**src/rtl/fft_pkg.sv**
```systemverilog
`default_nettype none
// ============================================================================
// Module   : fft_pkg
// Purpose  : Shared constants, sample type and index helper for the 16-point
//            FFT output path.
//            FFT_W    - width of one real/imaginary component
//            FFT_N    - frame length in points
//            FFT_LOGN - log2(FFT_N), width of bin indices
// Revision : 1.0 - initial release
// ============================================================================
package fft_pkg;

   localparam int FFT_W    = 8;
   localparam int FFT_N    = 16;
   localparam int FFT_LOGN = 4;

   typedef struct packed {
      logic [FFT_W-1:0] r;
      logic [FFT_W-1:0] im;
   } cplx_t;

   // Mirror the index bits: bit i of the result is bit LOGN-1-i of the input.
   function automatic logic [FFT_LOGN-1:0] bitrev(input logic [FFT_LOGN-1:0] a);
      logic [FFT_LOGN-1:0] res;
      for (int i = 0; i < FFT_LOGN; i++) begin
         res[i] = a[FFT_LOGN-1-i];
      end
      return res;
   endfunction

endpackage
`default_nettype wire

```
**src/rtl/fft_pingpong_ram.sv**
```systemverilog
`default_nettype none
// ============================================================================
// Module   : fft_pingpong_ram
// Purpose  : Two-bank frame store, 2 x N words of 2W bits. One synchronous
//            write port and one asynchronous (combinational) read port.
//            Contents are not reset.
// Ports    : clk        - clock, rising edge
//            we_i       - write enable
//            wr_bank_i  - bank written
//            wr_addr_i  - word address within bank
//            wr_data_i  - {real, imag}
//            rd_bank_i  - bank read
//            rd_addr_i  - word address within bank
//            rd_data_o  - {real, imag}, combinational from the array
// Revision : 1.0 - initial release
// ============================================================================
module fft_pingpong_ram
   import fft_pkg::*;
#(
   parameter int W    = FFT_W,
   parameter int N    = FFT_N,
   parameter int LOGN = FFT_LOGN
) (
   input  logic              clk,
   input  logic              we_i,
   input  logic              wr_bank_i,
   input  logic [LOGN-1:0]   wr_addr_i,
   input  logic [2*W-1:0]    wr_data_i,
   input  logic              rd_bank_i,
   input  logic [LOGN-1:0]   rd_addr_i,
   output logic [2*W-1:0]    rd_data_o
);

   logic [2*W-1:0] mem_q [0:1][0:N-1];

   always_ff @(posedge clk) begin
      if (we_i) begin
         mem_q[wr_bank_i][wr_addr_i] <= wr_data_i;
      end
   end

   assign rd_data_o = mem_q[rd_bank_i][rd_addr_i];

endmodule
`default_nettype wire

```
**src/rtl/fft16_bitrev_reorder.sv**
```systemverilog
`default_nettype none
// ============================================================================
// Module   : fft16_bitrev_reorder
// Purpose  : Reorders the bit-reversed serial output of the 16-point FFT into
//            natural bin order, one sample per clock, using a ping-pong frame
//            store so consecutive frames stream without bubbles.
// Ports    : clk        - clock, rising edge
//            clear      - asynchronous active-high reset
//            in_valid / in_ready / in_sop / in_r / in_im - input stream
//            out_valid / out_ready / out_r / out_im      - output stream
//            out_index  - bin index of the presented sample
//            out_sop    - out_index == 0
//            out_eop    - out_index == N-1
//            err_resync - one-cycle pulse: in_sop seen mid-frame
// Revision : 1.0 - initial release
// ============================================================================
module fft16_bitrev_reorder
   import fft_pkg::*;
#(
   parameter int W    = FFT_W,
   parameter int N    = FFT_N,
   parameter int LOGN = FFT_LOGN
) (
   input  logic              clk,
   input  logic              clear,
   input  logic              in_valid,
   input  logic              in_sop,
   input  logic [W-1:0]      in_r,
   input  logic [W-1:0]      in_im,
   output logic              in_ready,
   output logic              out_valid,
   input  logic              out_ready,
   output logic [W-1:0]      out_r,
   output logic [W-1:0]      out_im,
   output logic [LOGN-1:0]   out_index,
   output logic              out_sop,
   output logic              out_eop,
   output logic              err_resync
);

   localparam logic [LOGN-1:0] LAST_IDX = LOGN'(N-1);

   logic [LOGN-1:0] wr_cnt_q, wr_cnt_d;
   logic [LOGN-1:0] rd_cnt_q, rd_cnt_d;
   logic            wr_bank_q, wr_bank_d;
   logic            rd_bank_q, rd_bank_d;
   logic [1:0]      full_q, full_d;
   logic            out_valid_q, out_valid_d;
   logic [W-1:0]    out_r_q, out_r_d;
   logic [W-1:0]    out_im_q, out_im_d;
   logic [LOGN-1:0] out_index_q, out_index_d;
   logic            out_sop_q, out_sop_d;
   logic            out_eop_q, out_eop_d;
   logic            err_q, err_d;

   logic            accept;
   logic            load;
   logic [LOGN-1:0] wr_eff_cnt;
   logic [LOGN-1:0] wr_addr;
   logic [2*W-1:0]  rd_data;

   assign in_ready = !full_q[wr_bank_q];
   assign accept   = in_valid && in_ready;
   assign load     = full_q[rd_bank_q] && (!out_valid_q || out_ready);

   // in_sop always restarts the frame at position 0; when wr_cnt is already 0
   // this is the normal case, otherwise the partial frame is abandoned.
   assign wr_eff_cnt = in_sop ? '0 : wr_cnt_q;
   assign wr_addr    = bitrev(wr_eff_cnt);

   fft_pingpong_ram #(
      .W    (W),
      .N    (N),
      .LOGN (LOGN)
   ) u_ram (
      .clk       (clk),
      .we_i      (accept),
      .wr_bank_i (wr_bank_q),
      .wr_addr_i (wr_addr),
      .wr_data_i ({in_r, in_im}),
      .rd_bank_i (rd_bank_q),
      .rd_addr_i (rd_cnt_q),
      .rd_data_o (rd_data)
   );

   always_comb begin
      wr_cnt_d    = wr_cnt_q;
      wr_bank_d   = wr_bank_q;
      rd_cnt_d    = rd_cnt_q;
      rd_bank_d   = rd_bank_q;
      full_d      = full_q;
      out_valid_d = out_valid_q;
      out_r_d     = out_r_q;
      out_im_d    = out_im_q;
      out_index_d = out_index_q;
      out_sop_d   = out_sop_q;
      out_eop_d   = out_eop_q;
      err_d       = accept && in_sop && (wr_cnt_q != '0);

      // Write side
      if (accept) begin
         if (wr_eff_cnt == LAST_IDX) begin
            full_d[wr_bank_q] = 1'b1;
            wr_bank_d         = ~wr_bank_q;
            wr_cnt_d          = '0;
         end else begin
            wr_cnt_d = wr_eff_cnt + 1'b1;
         end
      end

      // Read side. Writes only target a non-full bank and reads only a full
      // one, so the two full_d updates never touch the same bit.
      if (load) begin
         {out_r_d, out_im_d} = rd_data;
         out_valid_d         = 1'b1;
         out_index_d         = rd_cnt_q;
         out_sop_d           = (rd_cnt_q == '0);
         out_eop_d           = (rd_cnt_q == LAST_IDX);
         if (rd_cnt_q == LAST_IDX) begin
            full_d[rd_bank_q] = 1'b0;
            rd_bank_d         = ~rd_bank_q;
            rd_cnt_d          = '0;
         end else begin
            rd_cnt_d = rd_cnt_q + 1'b1;
         end
      end else if (out_ready) begin
         out_valid_d = 1'b0;
      end
   end

   always_ff @(posedge clk or posedge clear) begin
      if (clear) begin
         wr_cnt_q    <= '0;
         wr_bank_q   <= 1'b0;
         rd_cnt_q    <= '0;
         rd_bank_q   <= 1'b0;
         full_q      <= '0;
         out_valid_q <= 1'b0;
         out_r_q     <= '0;
         out_im_q    <= '0;
         out_index_q <= '0;
         out_sop_q   <= 1'b0;
         out_eop_q   <= 1'b0;
         err_q       <= 1'b0;
      end else begin
         wr_cnt_q    <= wr_cnt_d;
         wr_bank_q   <= wr_bank_d;
         rd_cnt_q    <= rd_cnt_d;
         rd_bank_q   <= rd_bank_d;
         full_q      <= full_d;
         out_valid_q <= out_valid_d;
         out_r_q     <= out_r_d;
         out_im_q    <= out_im_d;
         out_index_q <= out_index_d;
         out_sop_q   <= out_sop_d;
         out_eop_q   <= out_eop_d;
         err_q       <= err_d;
      end
   end

   assign out_valid  = out_valid_q;
   assign out_r      = out_r_q;
   assign out_im     = out_im_q;
   assign out_index  = out_index_q;
   assign out_sop    = out_sop_q;
   assign out_eop    = out_eop_q;
   assign err_resync = err_q;

endmodule
`default_nettype wire

```
**config.mk**
```make
export PLATFORM = sky130hd
export DESIGN_NAME = fft16_bitrev_reorder
export DESIGN_NICKNAME = d
export VERILOG_FILES = /design/src/rtl/fft_pkg.sv /design/src/rtl/fft_pingpong_ram.sv /design/src/rtl/fft16_bitrev_reorder.sv
export SDC_FILE = /design/constraint.sdc
export NUM_CORES = 1
export LEC_CHECK = 0
export ABC_CLOCK_PERIOD_IN_PS = 2860
export CAP_MARGIN = 10
export CORE_AREA = 2 2 285 259
export DETAILED_ROUTE_END_ITERATION = 8
export DIE_AREA = 0 0 287 261
export GPL_ROUTABILITY_DRIVEN = 0
export SLEW_MARGIN = 15
export SYNTH_ARGS = -nofsm -noshare
export SYNTH_HDL_FRONTEND = slang
export SYNTH_SLANG_ARGS = --single-unit
```
**constraint.sdc**
```tcl
create_clock -name clk -period 2.86 [get_ports clk]
set_input_delay 0.572 -clock clk [delete_from_list [all_inputs] [get_ports clk]]
set_output_delay 0.572 -clock clk [all_outputs]
set_load 0.05 [all_outputs]
```
==> flow_metrics.tcl <==
set metrics [dict create \
    clk_pin_slew_worst_paths_ps 60 \
    synth-main-ff-cell "edfxtp_1" \
    hp-class "input pin to async pin" \
    ant_nets 0 \
    clock_sinks 548 \
    cap_violations 0 \
    min_period_over_period 0.861 \
    fmax_mhz 406 \
    start_kind "flip-flop" \
    path_buf_inv 1 \
    grt_use_total 0.145 \
    grt-ovfl-total 0 \
    firstDrtPassIters 6 \
    reg2reg_from "rd_bank_q" \
    ys_seq_area_frac 0.762 \
    rows 94 \
    grt_max_degree 36 \
    synthToLayoutAreaGrowth_pct 18.5 \
    rr_worst_depth 6 \
    slowest_delay_ps 850 \
    synth_nets 1149 \
    finalHoldViolCount 0 \
    clock_skew_ps 24.7 \
    port_buffers 45 \
    synthCells 1122 \
    cp_slowest_cell "clkdlybuf4s50_1" \
    slew_violations 0 \
    die_w_um 287 \
    drc 0 \
    die_h_um 261 \
    grt_pass1_wl_um 78400 \
    cts_setup_buffers 0 \
    ys_ff_latch 548 \
    slew_headroom 0.550 \
    netlist_area_mm2 0.0214 \
    ys_types 46 \
    critPathTopFamily "buffers and inverters" \
    ir_drop_uv 411 \
    cts_max_path_buffers 3 \
    dp_slack_ps 149 \
    setup.worst_path.end_class "output port" \
    drt_iter0_drc 1506 \
    first_global_vias 11051 \
    clock-root-buffer "clkbuf_16" \
    die-area_mm2 0.0749 \
    initial_core_util 0.296 \
    cts_max_level 2 \
    clk_latency_ps 600 \
    antenna_found_initial 6 \
    crit_fanout 2 \
    critPathRequiredTime_ps 2290 \
    timing.rr.end "out_r[3]" \
    path_cells "clkdlybuf4s50_1" \
    post_drt_wl_per_cell_um 24.1 \
    worst_ep_arrival_time_ps 1890 \
    cts-resized-gates 0 \
    routed_via_density 4.94 \
    fin_nets 1289 \
    hold_buffers 0 \
    fin_crit_ps 2460 \
    ys_warn_count 0 \
    cts_tree "built" \
    vias 11167 \
    rrSetupSlack_ps 410 \
    power.total_mw 17.0 \
    drive_gt1_frac 0.211 \
    setup_viol 0 \
    p_leak_nw 7.76 \
    fin_ws_ps 397 \
    powerDensity_mw_per_mm2 669 \
    synth-edff-count 512 \
    synth_area_per_cell_um2 19.0 \
    rsz0062_at_grt "false" \
    ioPinCount 46 \
    core_mm2 0.0722 \
    whs_ps 395 \
    tightest_slew_ps 674 \
    dpl.hpwl_um 34600 \
    status "completed" \
    ys_async_sr_fraction 0.0657 \
    numCtsBuffers 53 \
    drt_wl_total_um 54400 \
    crit_type "flip-flop to output port" \
]
==> Yosys cell counts (11+ instances only) <==
library cell / n / area, µm²
dfrtp_1: 36 / 901
nand2_1: 30 / 113
a22oi_1: 61 / 458
o211ai_1: 11 / 82.6
mux2i_1: 139 / 1390
edfxtp_1: 512 / 15400
nand3_1: 26 / 130
clkbuf_1: 25 / 93.8
o22ai_1: 14 / 87.6
o21ai_0: 23 / 115
mux4_2: 54 / 1220
nor2_1: 41 / 154
mux2_2: 27 / 304
a32oi_1: 14 / 123
o22a_1: 11 / 96.3
buf_4: 13 / 97.6
==> where the power goes <==
part           internal (mW)  total (mW)  switching, mW
Clock                   3.66        6.46           2.79
Combinational          0.494        1.53           1.03
Sequential              8.88        8.97         0.0981
==> routing by layer <==
| metal | global-route usage | wire (µm) |
|---|---|---|
| met5 | 0 | 34 |
| met4 | 0.0391 | 1020 |
| met3 | 0.0253 | 4180 |
| met2 | 0.223 | 24600 |
| met1 | 0.212 | 24600 |
==> sequential cells by signal (all words and copies together), names as in the netlist <==
register     cells
out_valid        1
wr_cnt_q         4
out_im           8
rd_bank_q        1
out_sop          1
rd_cnt_q         4
out_eop          1
err_resync       1
u_ram.mem_q    512
out_index        4
full_q           2
out_r            8
wr_bank_q        1
==> worst register-to-register path, delay by kind of cell, from the launching register on <==
family                 cells  cell delay (ps)
AO/OA/AOI/OAI              2              460
buffers and inverters      2              470
flip-flops                 1              550
multiplexers               2              850
==> metrics by stage <==
step                TNS (ps)  std cells  instance area (µm²)  utilization
floorplan              -1330       1122                21400            -
global placement           0       2167                23700        0.329
detailed placement         0       2167                23700        0.329
CTS                        0       2260                25300        0.351
global route               0       2260                25300        0.351
finish                     0       2261                25300        0.351
==> worst max path at each step <==
| stage | end | slack, ps | startpoint | cells past startpoint |
|---|---|---|---|---|
| after floorplan | u_ram.mem_q[1][240] | -5 | wr_bank_q | 5 |
| after global placement | u_ram.mem_q[1][226] | 250 | in_valid | 5 |
| after detailed placement | u_ram.mem_q[1][7] | 150 | in_sop | 6 |
| after CTS | err_resync | 360 | err_resync | 1 |
| after global routing | out_r[3] | 330 | rd_bank_q | 6 |
| final | out_r[6] | 400 | out_r[6] | 1 |
==> cells in the final DEF (no fill, tap or decap), drive strengths merged, types with 2 or more instances in the layout <==
master,instances
nor2,41
a22o,2
nand3b,2
mux4,54
mux2i,139
and2,2
clkbuf,81
clkdlybuf4s50,44
a2111oi,2
dfrtp,36
a22oi,61
a21oi,2
o211ai,11
a31o,3
o22a,11
mux2,27
clkinv,10
o22ai,14
a32oi,14
nor2b,10
nor3,2
o21ai,23
nand3,27
ha,6
buf,103
nand2b,3
nand2,30
edfxtp,512
a32o,2
a311o,2
xnor2,3
inv,9
a211oi,2
==> cells by family (layout without fill, tap and decap cells) <==
group	count (synthesis)	in the layout	synth area share
flip-flops	548	548	0.762
XOR/XNOR	3	3	0.00123
adder cells (fa/ha/maj)	6	6	0.00351
AND/OR/NAND/NOR	122	122	0.0262
AO/OA/AOI/OAI	153	153	0.0526
multiplexers	220	220	0.136
other	0	1	0
buffers and inverters	70	248	0.0187
==> final cells by class <==
class	instances	area (µm²)
clock inverter	12	58.8
timing repair buffer	147	1490
multi-input combinational	504	4740
tap	960	1200
inverter	8	30.0
clock buffer	81	1530
sequential	548	16300
fill	6750	46900
antenna	1	2.50
Power figures use the tool's default switching activity.
